--- src/rtl/asym_fifo_ctrl_pkg.sv ---
// Shared types, defaults and elaboration helpers for the asymmetric FIFO controller.
package asym_fifo_ctrl_pkg;

   localparam int unsigned DEF_RAM_DEPTH      = 32;
   localparam int unsigned DEF_RAM_ADDR_WIDTH = 5;
   localparam int unsigned DEF_WR_WIDTH       = 8;
   localparam int unsigned DEF_RD_WIDTH       = 32;
   localparam int unsigned DEF_WR_IND         = 1;
   localparam int unsigned DEF_RD_IND         = 4;
   localparam int unsigned DEF_AFULL_THR      = 28;
   localparam int unsigned DEF_AEMPTY_THR     = 4;

   // Ceiling log2, used only at elaboration time.
   function automatic int unsigned clog2(input int unsigned v);
      int unsigned r;
      r = 0;
      while ((64'd1 << r) < 64'(v)) r = r + 1;
      return r;
   endfunction

   function automatic bit is_pow2(input int unsigned v);
      return (v != 0) && ((v & (v - 1)) == 0);
   endfunction

   function automatic int unsigned min_u(input int unsigned a, input int unsigned b);
      return (a < b) ? a : b;
   endfunction

endpackage

--- src/rtl/fifo_ptr_cnt.sv ---
// Wrapping RAM address pointer advancing by STEP units per accepted access.
module fifo_ptr_cnt #(
   parameter int unsigned STEP  = 1,
   parameter int unsigned WIDTH = 5
) (
   input  logic             clk,
   input  logic             rst_n,
   input  logic             clr,
   input  logic             inc,
   output logic [WIDTH-1:0] ptr
);

   logic [WIDTH-1:0] r_ptr;

   // Natural wrap at 2**WIDTH gives modulo-depth addressing.
   always_ff @(posedge clk or negedge rst_n) begin
      if (!rst_n)
         r_ptr <= '0;
      else if (clr)
         r_ptr <= '0;
      else if (inc)
         r_ptr <= r_ptr + WIDTH'(STEP);
   end

   assign ptr = r_ptr;

endmodule

--- src/rtl/asym_fifo_ctrl.sv ---
// Pointer, occupancy and flag controller sequencing an asymmetric-width RAM as a FIFO.
module asym_fifo_ctrl
   import asym_fifo_ctrl_pkg::*;
#(
   parameter int unsigned RAM_DEPTH      = DEF_RAM_DEPTH,
   parameter int unsigned RAM_ADDR_WIDTH = DEF_RAM_ADDR_WIDTH,
   parameter int unsigned WR_WIDTH       = DEF_WR_WIDTH,
   parameter int unsigned RD_WIDTH       = DEF_RD_WIDTH,
   parameter int unsigned WR_IND         = DEF_WR_IND,
   parameter int unsigned RD_IND         = DEF_RD_IND,
   parameter int unsigned AFULL_THR      = DEF_AFULL_THR,
   parameter int unsigned AEMPTY_THR     = DEF_AEMPTY_THR
) (
   input  logic                      clk,
   input  logic                      rst_n,
   input  logic                      clr,
   input  logic                      wr_en,
   input  logic                      rd_en,
   output logic                      ram_wr_en,
   output logic [RAM_ADDR_WIDTH-1:0] ram_wr_addr,
   output logic [RAM_ADDR_WIDTH-1:0] ram_rd_addr,
   output logic                      rd_valid,
   output logic                      full,
   output logic                      empty,
   output logic                      almost_full,
   output logic                      almost_empty,
   output logic [RAM_ADDR_WIDTH:0]   count,
   output logic                      overflow,
   output logic                      underflow
);

   localparam int unsigned CW        = RAM_ADDR_WIDTH + 1;
   localparam int unsigned RAM_WIDTH = min_u(WR_WIDTH, RD_WIDTH);

   // Elaboration-time legality of the geometry.
   if (!is_pow2(RAM_DEPTH)) begin : g_err_depth_pow2
      $error("RAM_DEPTH must be a power of 2");
   end
   if (clog2(RAM_DEPTH) != RAM_ADDR_WIDTH) begin : g_err_addr_width
      $error("RAM_ADDR_WIDTH must equal log2(RAM_DEPTH)");
   end
   if ((RAM_DEPTH % WR_IND != 0) || (RAM_DEPTH % RD_IND != 0)) begin : g_err_divisible
      $error("RAM_DEPTH must be a multiple of WR_IND and RD_IND");
   end
   if ((WR_IND * RAM_WIDTH != WR_WIDTH) || (RD_IND * RAM_WIDTH != RD_WIDTH)) begin : g_err_ratio
      $error("WR_IND/RD_IND must match the width ratios");
   end

   logic [CW-1:0] r_count;
   logic [CW-1:0] w_count_nxt;
   logic          r_full;
   logic          r_empty;
   logic          r_afull;
   logic          r_aempty;
   logic          r_rd_valid;
   logic          r_overflow;
   logic          r_underflow;
   logic          w_wr_acc;
   logic          w_rd_acc;
   logic          w_wr_refused;
   logic          w_rd_refused;

   // Flags are pre-edge state; clr overrides both requests.
   assign w_wr_acc     = wr_en & ~r_full  & ~clr;
   assign w_rd_acc     = rd_en & ~r_empty & ~clr;
   assign w_wr_refused = wr_en &  r_full  & ~clr;
   assign w_rd_refused = rd_en &  r_empty & ~clr;

   always_comb begin
      w_count_nxt = r_count;
      if (clr) begin
         w_count_nxt = '0;
      end else begin
         if (w_wr_acc) w_count_nxt = w_count_nxt + CW'(WR_IND);
         if (w_rd_acc) w_count_nxt = w_count_nxt - CW'(RD_IND);
      end
   end

   // Flags are registered from the next count so they track the count register exactly.
   always_ff @(posedge clk or negedge rst_n) begin
      if (!rst_n) begin
         r_count     <= '0;
         r_full      <= 1'b0;
         r_empty     <= 1'b1;
         r_afull     <= 1'b0;
         r_aempty    <= 1'b1;
         r_rd_valid  <= 1'b0;
         r_overflow  <= 1'b0;
         r_underflow <= 1'b0;
      end else begin
         r_count     <= w_count_nxt;
         r_full      <= w_count_nxt >  CW'(RAM_DEPTH - WR_IND);
         r_empty     <= w_count_nxt <  CW'(RD_IND);
         r_afull     <= w_count_nxt >= CW'(AFULL_THR);
         r_aempty    <= w_count_nxt <= CW'(AEMPTY_THR);
         r_rd_valid  <= w_rd_acc;
         r_overflow  <= w_wr_refused;
         r_underflow <= w_rd_refused;
      end
   end

   fifo_ptr_cnt #(
      .STEP  (WR_IND),
      .WIDTH (RAM_ADDR_WIDTH)
   ) u_wr_ptr (
      .clk   (clk),
      .rst_n (rst_n),
      .clr   (clr),
      .inc   (w_wr_acc),
      .ptr   (ram_wr_addr)
   );

   fifo_ptr_cnt #(
      .STEP  (RD_IND),
      .WIDTH (RAM_ADDR_WIDTH)
   ) u_rd_ptr (
      .clk   (clk),
      .rst_n (rst_n),
      .clr   (clr),
      .inc   (w_rd_acc),
      .ptr   (ram_rd_addr)
   );

   assign ram_wr_en    = w_wr_acc;
   assign rd_valid     = r_rd_valid;
   assign full         = r_full;
   assign empty        = r_empty;
   assign almost_full  = r_afull;
   assign almost_empty = r_aempty;
   assign count        = r_count;
   assign overflow     = r_overflow;
   assign underflow    = r_underflow;

endmodule

--- config.mk ---
export PLATFORM = sky130hd
export DESIGN_NAME = asym_fifo_ctrl
export DESIGN_NICKNAME = d
export VERILOG_FILES = /design/src/rtl/asym_fifo_ctrl_pkg.sv /design/src/rtl/fifo_ptr_cnt.sv /design/src/rtl/asym_fifo_ctrl.sv
export SDC_FILE = /design/constraint.sdc
export NUM_CORES = 1
export LEC_CHECK = 0
export CAP_MARGIN = 20
export CORE_UTILIZATION = 43
export DETAILED_ROUTE_END_ITERATION = 10
export PLACE_DENSITY = 0.74
export SLEW_MARGIN = 20
export SYNTH_ARGS = -nofsm -noshare
export SYNTH_HDL_FRONTEND = slang
export SYNTH_SLANG_ARGS = --single-unit
--- constraint.sdc ---
create_clock -name clk -period 1.95 [get_ports clk]
set_clock_uncertainty 0.05 [all_clocks]
set_input_delay 0.39 -clock clk [delete_from_list [all_inputs] [get_ports clk]]
set_output_delay 0.39 -clock clk [all_outputs]
set_load 0.01 [all_outputs]
After elaboration in Yosys (flattened, before gate mapping)
Cells that the tools add are included.

Register bits: 23. Output and inout port bits: 24. Word-level logic and storage cells: 39. Bits of input ports: 5.

Multiplexer cells: 8. Reductions and logical operators: 2. Magnitude comparators: 4. Bitwise logic cells: 11. Add/sub/neg operators: 4.

Operators by type and width (count): two-way mux 6 bit (4); two-way mux 5 bit (4); AND 1 bit (8); adder 6 x 1 -> 6 bit (second input constant) (1); >= comparator 6 x 5 -> 1 bit (second input constant) (1); greater-than comparator 6 x 5 -> 1 bit (second input constant) (1); <= comparator 6 x 3 -> 1 bit (second input constant) (1); less-than comparator 6 x 3 -> 1 bit (second input constant) (1); subtractor 6 x 3 -> 6 bit (second input constant) (1); adder 5 x 1 -> 5 bit (second input constant) (1); adder 5 x 3 -> 5 bit (second input constant) (1); nonzero test 2 bit (2); NOT 1 bit (3).

Depth between registers and ports, before layout
Gate-level depths: netlist (run 1).

Depth in word-level cells: 9. Gate-level depth with buffers: 10. Mapped depth without buffers: 9.

Modules after synthesis
From an unflattened synthesis (run 1), not the netlist that was laid out.

Cells, all modules: 104. Area, all modules: 1149.9 µm².

By module, submodules not included: asym_fifo_ctrl (seq. area each 327.8 µm², area an instance 742.0 µm², cells an instance 68, instances 1); fifo_ptr_cnt at u_wr_ptr (seq. area each 125.1 µm², area an instance 252.7 µm², cells an instance 22, instances 1); fifo_ptr_cnt at u_rd_ptr (seq. area each 75.1 µm², area an instance 155.1 µm², cells an instance 14, instances 1).

Worst setup path after synthesis (run 1)
No wires, ideal clock.

Path kind: register to register. Start point: reg r_count[0], in the netlist count[0]. End point: reg r_aempty, in the netlist almost_empty. Cell stages (with the launch flop): 10. Arrival time: 2047 ps. Buffers on the path: 0. Period minus slack after synthesis: 2187 ps. Slack: -237 ps. Data required time: 1810 ps. Setup time: 90 ps. Cell sequence: dfrtp_1 -> ha_1 -> and4bb_4 -> xnor2_1 -> ha_1 -> nand3b_1 -> xnor2_1 -> mux2i_1 -> o21ai_1 -> nor4_2.

Cells in the longest elaborated chain, start to end: 7.

RTL lines: start: declaration (line asym_fifo_ctrl.sv:49) `logic [CW-1:0] r_count;`; start signal: assignment (line asym_fifo_ctrl.sv:91) `r_count <= w_count_nxt;`; adder 6 x 1 -> 6 bit (line asym_fifo_ctrl.sv:74) `if (w_wr_acc) w_count_nxt = w_count_nxt + CW'(WR_IND);`; two-way mux 6 bit * (line asym_fifo_ctrl.sv:74); two-way mux 6 bit * (line asym_fifo_ctrl.sv:71) `if (clr) begin`; subtractor 6 x 3 -> 6 bit (line asym_fifo_ctrl.sv:75) `if (w_rd_acc) w_count_nxt = w_count_nxt - CW'(RD_IND);`; two-way mux 6 bit * (line asym_fifo_ctrl.sv:75); two-way mux 6 bit * (line asym_fifo_ctrl.sv:71); <= comparator 6 x 3 -> 1 bit * (line asym_fifo_ctrl.sv:95) `r_aempty <= w_count_nxt <= CW'(AEMPTY_THR);`; end signal: assignment (line asym_fifo_ctrl.sv:95); end: declaration (line asym_fifo_ctrl.sv:54) `logic r_aempty;`.

Mark *: on every way between the ends. The rest lies on a longest branch, timed or not. The select of a mux whose other input is x is not followed. A chain may end at the register's enable or synchronous reset.

Final worst setup path (run 1)
Start point: reg r_count[1], in the netlist count[1]. End point: reg r_count[4], in the netlist count[4].

Cells in the longest elaborated chain, start to end: 6.

RTL lines: adder 6 x 1 -> 6 bit (line asym_fifo_ctrl.sv:74); two-way mux 6 bit * (line asym_fifo_ctrl.sv:74); two-way mux 6 bit * (line asym_fifo_ctrl.sv:71); subtractor 6 x 3 -> 6 bit (line asym_fifo_ctrl.sv:75); two-way mux 6 bit * (line asym_fifo_ctrl.sv:75); two-way mux 6 bit * (line asym_fifo_ctrl.sv:71); net w_count_nxt[4] (line asym_fifo_ctrl.sv:50) `logic [CW-1:0] w_count_nxt;`.

The timed path passes the listed nets; every way through them passes the cells marked *. The select of a mux whose other input is x is not followed.

==> impl_metrics.toml, run 1 <==
[final_layout]
final_cells = 181
area_growth_pct = 43.32
layout.cells.most_common = "clkdlybuf4s50_1"
fin_nets = 161
final_cell_mix = "clkdlybuf4s50_1, buf_4, dfrtp_1"
final_layout_size_suffix_gt1_share_pct = 29.80
antennaDiodeCount = 0
post-route-util_pct = 65.51

[synth]
synthFlopType = "dfrtp_1"
synth_enable_flop_cells = 0
yosys_warnings = 0
avgSynthCellArea_um2 = 10.68
syn_inst = 106
synthArstFlopShare_pct = 100.0
synth-seq-cells = 21
ys_seq_area_share_pct = 46.63
syn_area_um2 = 1132
ys_types = 40

[clock_network]
clk_pin_slew_worst_paths_ns = 0.11
insertion_delay_ns = 0.30
cts_inserted_buffers = 3
cts_root_buffer = "clkbuf_4"
cts_tree = "done"
htree_levels = 1
clock-sinks = 21
clockBufferDepth = 2

[power_and_ir_drop]
netSwitchingPower_w = 0.0005887
total_power_w = 0.001698
pwr-share-clk_pct = 12.2
sw_frac_of_total_pct = 34.67
peakVddDrop_v = 0.0006131
p_int_w = 0.001109
seqPwrFrac_pct = 37.0
cellLeakagePower_nw = 0.7250
power.density_nw_per_um2 = 1046
p_comb_share_pct = 50.8

[detailed_routing]
remaining_drc_errors = 0
first_iter_violations = 8
ant_nets = 0
vias = 937
vias_per_cell = 5.177
wl_per_cell_um = 14.25
wl_um = 2580
dr.pass1.iters = 4

[timing]
report.final.hold_viol_count = 0
setup_tns_ns = -0.3407
setup_slack_ns = -0.1057
final.period_utilization_pct = 105.4
period_minus_slack_ns = 2.056
rsz0062_at_grt = "true"
fmax_ghz = 0.4865
slew_violations = 0
setup_viol = 4
whs_ns = 0.3677

[placement]
place_inst = 174
dpl.hpwl_um = 1839
portBuffers = 26
gp_congestion = 0.8633

[setup_path]
path_buf_inv = 3
critPathKind = "flop to flop"
start_kind = "flop"
crit_fanout = 2
crit_family = "flip-flops"
slowest_delay_ns = 0.45
endpoint_kind = "flop"
cp_common_cell = "buf_4"
worstPathCellList = "ha_4, and4bb_4, xnor2_2, ha_1, nand3b_1, xnor2_1, mux2i_1, buf_4, buf_4, inv_1"
slowest_stage = "dfrtp_2"
cp.required_ns = 2.11
critical_path_arrival_ns = 2.22

[floorplanning]
dieArea_um2 = 2842
coreArea_um2 = 2477
row_count = 18
dieHeight_um = 53.32
pin_count = 29
die_w_um = 53.32
start_util_pct = 45.71

[global_routing]
use_met2_pct = 36.88
top_usage_layer = "met2"
antenna_found_initial = 0
grt-ovfl-total = 0
grtUsageTotal_pct = 21.45
grt_pass1_wl_um = 4264
grt_pass1_vias = 936
met3_usage_pct = 3.448
gr-usage-met1_pct = 26.33
grt_max_degree = 22

[job]
max-cap-violations = 0

[status]
status = "finished, violations left"
violations = "setup timing"

[worst_hold_path]
hp-class = "input port to async pin"
==> synth_stat cells (2+ instances only) <==
library cell   n  share of area, %
a21oi_1        2              0.88
and3_1         3               1.7
buf_2          2              0.88
buf_4          3               2.0
clkbuf_1       2              0.66
dfrtp_1       19                42
dfstp_2        2               4.6
ha_1           4               4.4
inv_1          2              0.66
mux2i_1        2               1.8
nand2_1        8               2.7
nand3b_1       2               1.3
nand4_1        2               1.1
nor2_1        12               4.0
nor3_1         5               2.2
o21ai_1        2              0.88
xnor2_1        7               5.4
xor2_1         5               3.9
==> power by group through the flow <==
stage               clock [W]  combinational [W]  sequential (W)
CTS                  0.000220           0.000834        0.000631
floorplan                   0           0.000395        0.000674
detailed placement          0           0.000824        0.000639
finish               0.000207           0.000862        0.000629
global placement            0           0.000810        0.000633
global route         0.000233           0.000938        0.000639
==> layer usage <==
layer	wire, um	part of all wire [%]
met1	1137	44
met2	1297	50
met4	27	1.0
met3	118	4.6
met5	0	0
==> state kept, by name (all words and copies together) (netlist names) <==
signal / count
empty: 1
full: 1
overflow: 1
almost_full: 1
u_wr_ptr.ptr: 5
count: 6
underflow: 1
almost_empty: 1
rd_valid: 1
u_rd_ptr.ptr: 3
==> path summary, 6_finish.rpt <==
kind                                  from               to  slack, ns  depth (start not counted)
max                               count[1]         count[4]      -0.11                         10
min reg2reg                u_rd_ptr.ptr[4]  u_rd_ptr.ptr[4]       0.51                          2
max reg2reg                       count[1]         count[4]      -0.11                         10
max in group asynchronous            rst_n            empty       1.21                          2
min in group clk           u_rd_ptr.ptr[4]  u_rd_ptr.ptr[4]       0.51                          2
min                                  rst_n         overflow       0.37                          2
==> per-stage QoR <==
| step | setup WS, ns | cell area (um2) |
|---|---|---|
| floorplan | -0.08244 | 1161 |
| global placement | -0.4926 | 1558 |
| detailed placement | -0.5723 | 1558 |
| CTS | -0.08791 | 1597 |
| global route | -0.1821 | 1623 |
| finish | -0.1057 | 1623 |
==> what timing repair did <==
action / CTS / global route
gates cloned: 1 / 0
hold buffers: 0 / 0
setup buffers: 1 / 1
resized for setup: 5 / 3
pin swaps: 1 / 0
endpoints found under the hold margin: 0 / 0
setup endpoints to repair: 6 / 6
==> layout make-up <==
class / count / area (um2)
inverter: 2 / 7.507
fill: 226 / 854.6
clock buffer: 3 / 22.52
tap: 30 / 37.54
sequential: 21 / 530.5
timing repair buffer: 48 / 425.4
clock inverter: 1 / 5.005
multi-input combinational: 76 / 594.3
==> logic make-up (layout without fill, tap and decap cells) <==
logic type               after synthesis  in the layout  share of synthesized area [%]
AO/OA/AOI/OAI                         12             12                          8.951
XOR/XNOR                              13             13                          11.27
adder cells (fa/ha/maj)                4              4                          4.420
buffers and inverters                 10             54                          4.530
flip-flops                            21             21                          46.63
multiplexers                           2              2                          1.768
other                                  1              2                         0.3312
AND/OR/NAND/NOR                       43             43                          22.10
No activity file was read; power rests on OpenSTA's default activity.
==> inputs of run 2 (changes only) <==
--- a/config.mk
+++ b/config.mk
@@ -8,6 +8,7 @@
 export CAP_MARGIN = 20
 export CORE_UTILIZATION = 43
 export DETAILED_ROUTE_END_ITERATION = 10
+export HOLD_SLACK_MARGIN = 0.08
 export PLACE_DENSITY = 0.74
 export SLEW_MARGIN = 20
 export SYNTH_ARGS = -nofsm -noshare
==> results of run 2 <==
The final DEF is identical to that of run 1; final timing and power are the same.
==> inputs of run 3 (changes only) <==
--- a/config.mk
+++ b/config.mk
@@ -7,8 +7,8 @@
 export LEC_CHECK = 0
 export CAP_MARGIN = 20
 export CORE_UTILIZATION = 43
+export CTS_CLUSTER_SIZE = 28
 export DETAILED_ROUTE_END_ITERATION = 10
-export HOLD_SLACK_MARGIN = 0.08
 export PLACE_DENSITY = 0.74
 export SLEW_MARGIN = 20
 export SYNTH_ARGS = -nofsm -noshare
==> results of run 3 <==
The final DEF is identical to that of run 1; final timing and power are the same.
==> edit (settings of run 3) <==
Reset style: synchronous (`rst_n`), changed in 2 clocked blocks.
--- a/src/rtl/fifo_ptr_cnt.sv
+++ b/src/rtl/fifo_ptr_cnt.sv
@@ -13,7 +13,7 @@
    logic [WIDTH-1:0] r_ptr;
 
    // Natural wrap at 2**WIDTH gives modulo-depth addressing.
-   always_ff @(posedge clk or negedge rst_n) begin
+   always_ff @(posedge clk) begin
       if (!rst_n)
          r_ptr <= '0;
       else if (clr)
--- a/src/rtl/asym_fifo_ctrl.sv
+++ b/src/rtl/asym_fifo_ctrl.sv
@@ -77,7 +77,7 @@
    end
 
    // Flags are registered from the next count so they track the count register exactly.
-   always_ff @(posedge clk or negedge rst_n) begin
+   always_ff @(posedge clk) begin
       if (!rst_n) begin
          r_count     <= '0;
          r_full      <= 1'b0;
Behaviour: differs if rst_n is asserted again (counterexample within 4 cycles, from zero or initial values and one cycle with rst_n low); with rst_n held inactive, the same outputs for 10 cycles.
==> edit against run 3 <==
The flow still finishes with violations (negative setup slack). Highest routed layer unchanged. Global-route usage grew 1.2 points. Synthesized cell count grew 13%. Sequential cell count is the same. Synthesized area decreased by 8.4%. Non-clock buffer count is 4 higher. Design area is 0.85% lower. Setup slack lost 510 ps. Routed wire length increased by 2.0%. Count of clock-buffer cells in the layout unchanged. Die area down 8.1%. Worst hold slack improved by 63 ps. Sequential share of layout area is 6.3 points lower.
Power is not compared: it rests on default switching activity, and its combinational part moved more than twofold at a synthesized area within 25%.
==> edit: results (changes against run 3) <==
{| class="wikitable"
! Metric !! Value
|-
| Result of the run || finished, violations left
|-
| Violated checks || negative setup slack
|-
| Kind of path behind the tightest hold check || reg2reg
|-
| Post-Route Setup TNS || -2320 ps (-1980 ps)
|-
| Pin count of the biggest net entering global routing || 14 (-36%)
|-
| Worst reg-to-reg path cell count || 8 (-2)
|-
| Xor/xnor share of the synthesized area || 10.1% (-1.1 points)
|-
| Final WS setup || -616 ps (-511 ps)
|-
| HPWL after detailed placement || 2010 um (+9.1%)
|-
| Sequential element share of the synthesized area || 40.5% (-6.1 points)
|-
| Maximum fanout along the worst path || 4 (+2)
|-
| Source-to-sink clock delay at the later pin of the worst-skew pair || 330 ps (+30 ps)
|-
| Compound-cell area share of the yosys netlist || 10.9% (+1.9 points)
|-
| Average detailed-routed wire length per instance || 13.4 um (-6.3%)
|-
| Clock slew seen by the registers of the worst setup and hold paths || 130 ps (+20 ps)
|-
| Via count of the first global-routing pass || 955 (+2.0%)
|-
| Instance count after placement with tap cells included || 189 (+8.6%)
|-
| Detailed-routing wirelength on met1 || 1180 um (+3.3%)
|-
| Wire length of the first global-routing pass || 4310 um (+1.1%)
|-
| Reg2reg start || full$_SDFF_PN0_
|-
| Initial detailed-routing violation count || 15 (+7)
|-
| Most frequent cells after synthesis || 21 x sky130_fd_sc_hd__dfxtp_1, 16 x sky130_fd_sc_hd__nor2_1, 12 x sky130_fd_sc_hd__nand2_1, 7 x sky130_fd_sc_hd__xnor2_1
|-
| Distinct cells, synth || 38 (-5.0%)
|-
| Grt met3 use || 3.27% (-0.17 points)
|-
| Weighted congestion reported at the end of routability-driven placement || 0.870 (+0.82%)
|-
| Synth Area in Adders || 4.83% (+0.41 points)
|-
| # setup viols final || 7 (+3)
|-
| Syn Area/Cell || 8.64 sq um (-19%)
|-
| Category of cells accounting for the largest share of critical-path delay || simple AND/OR/NAND/NOR gates
|-
| Met3 routed WL || 84 um (-29%)
|-
| Final routed wirelength across all metal layers || 2630 um (+2.0%)
|-
| Global-route track usage on met1 || 28.7% (+2.4 points)
|-
| Wire length on met2 || 1340 um (+3.3%)
|}
## edit: cell types whose count changed after synthesis, moves of 4 or more
cell | run 3 | this run
sky130_fd_sc_hd__dfxtp_1 | 0 | 21
sky130_fd_sc_hd__nor3_1 | 5 | 1
sky130_fd_sc_hd__nand2_1 | 8 | 12
sky130_fd_sc_hd__dfrtp_1 | 19 | 0
sky130_fd_sc_hd__nor2_1 | 12 | 16
## edit: area by class of cell
cell class	instances	area, sq um
fill	176	624
multi-input combinational	90	656
tap	28	35.0
sequential	21	424
timing repair buffer	52	457
clock buffer	3	22.5
inverter	2	7.51
clock inverter	1	7.51
## edit: kinds of logic (layout without fill, tap and decap cells)
kind of cell             count (synthesis)  count (layout)
XOR/XNOR                                12              12
buffers and inverters                   10              58
multiplexers                             1               1
flip-flops                              21              21
other                                    1               2
AND/OR/NAND/NOR                         54              54
adder cells (fa/ha/maj)                  4               4
AO/OA/AOI/OAI                           17              17
## edit: how the worst max path moves through the flow
stage / start / end / slack (ps) / depth (start not counted)
floorplan: clr / almost_full$_SDFF_PN0_ / -670 / 9
global placement: wr_en / almost_full$_SDFF_PN0_ / -1110 / 9
detailed placement: wr_en / almost_full$_SDFF_PN0_ / -1200 / 9
CTS: full$_SDFF_PN0_ / almost_full$_SDFF_PN0_ / -670 / 8
global route: full$_SDFF_PN0_ / almost_full$_SDFF_PN0_ / -670 / 8
finish: full$_SDFF_PN0_ / almost_full$_SDFF_PN0_ / -620 / 8
## edit: what timing repair did
item                                    CTS  global route
endpoints found under the setup margin    8             7
pin swaps                                 5             9
buffers inserted                          2             3
gates cloned                              0             0
gates resized for setup                  10             7
## edit: power breakdown
part | switching, W | internal (W)
logic | 0.0000327 | 0.0000353
registers | 0.00000312 | 0.000433
clock network | 0.000154 | 0.0000786
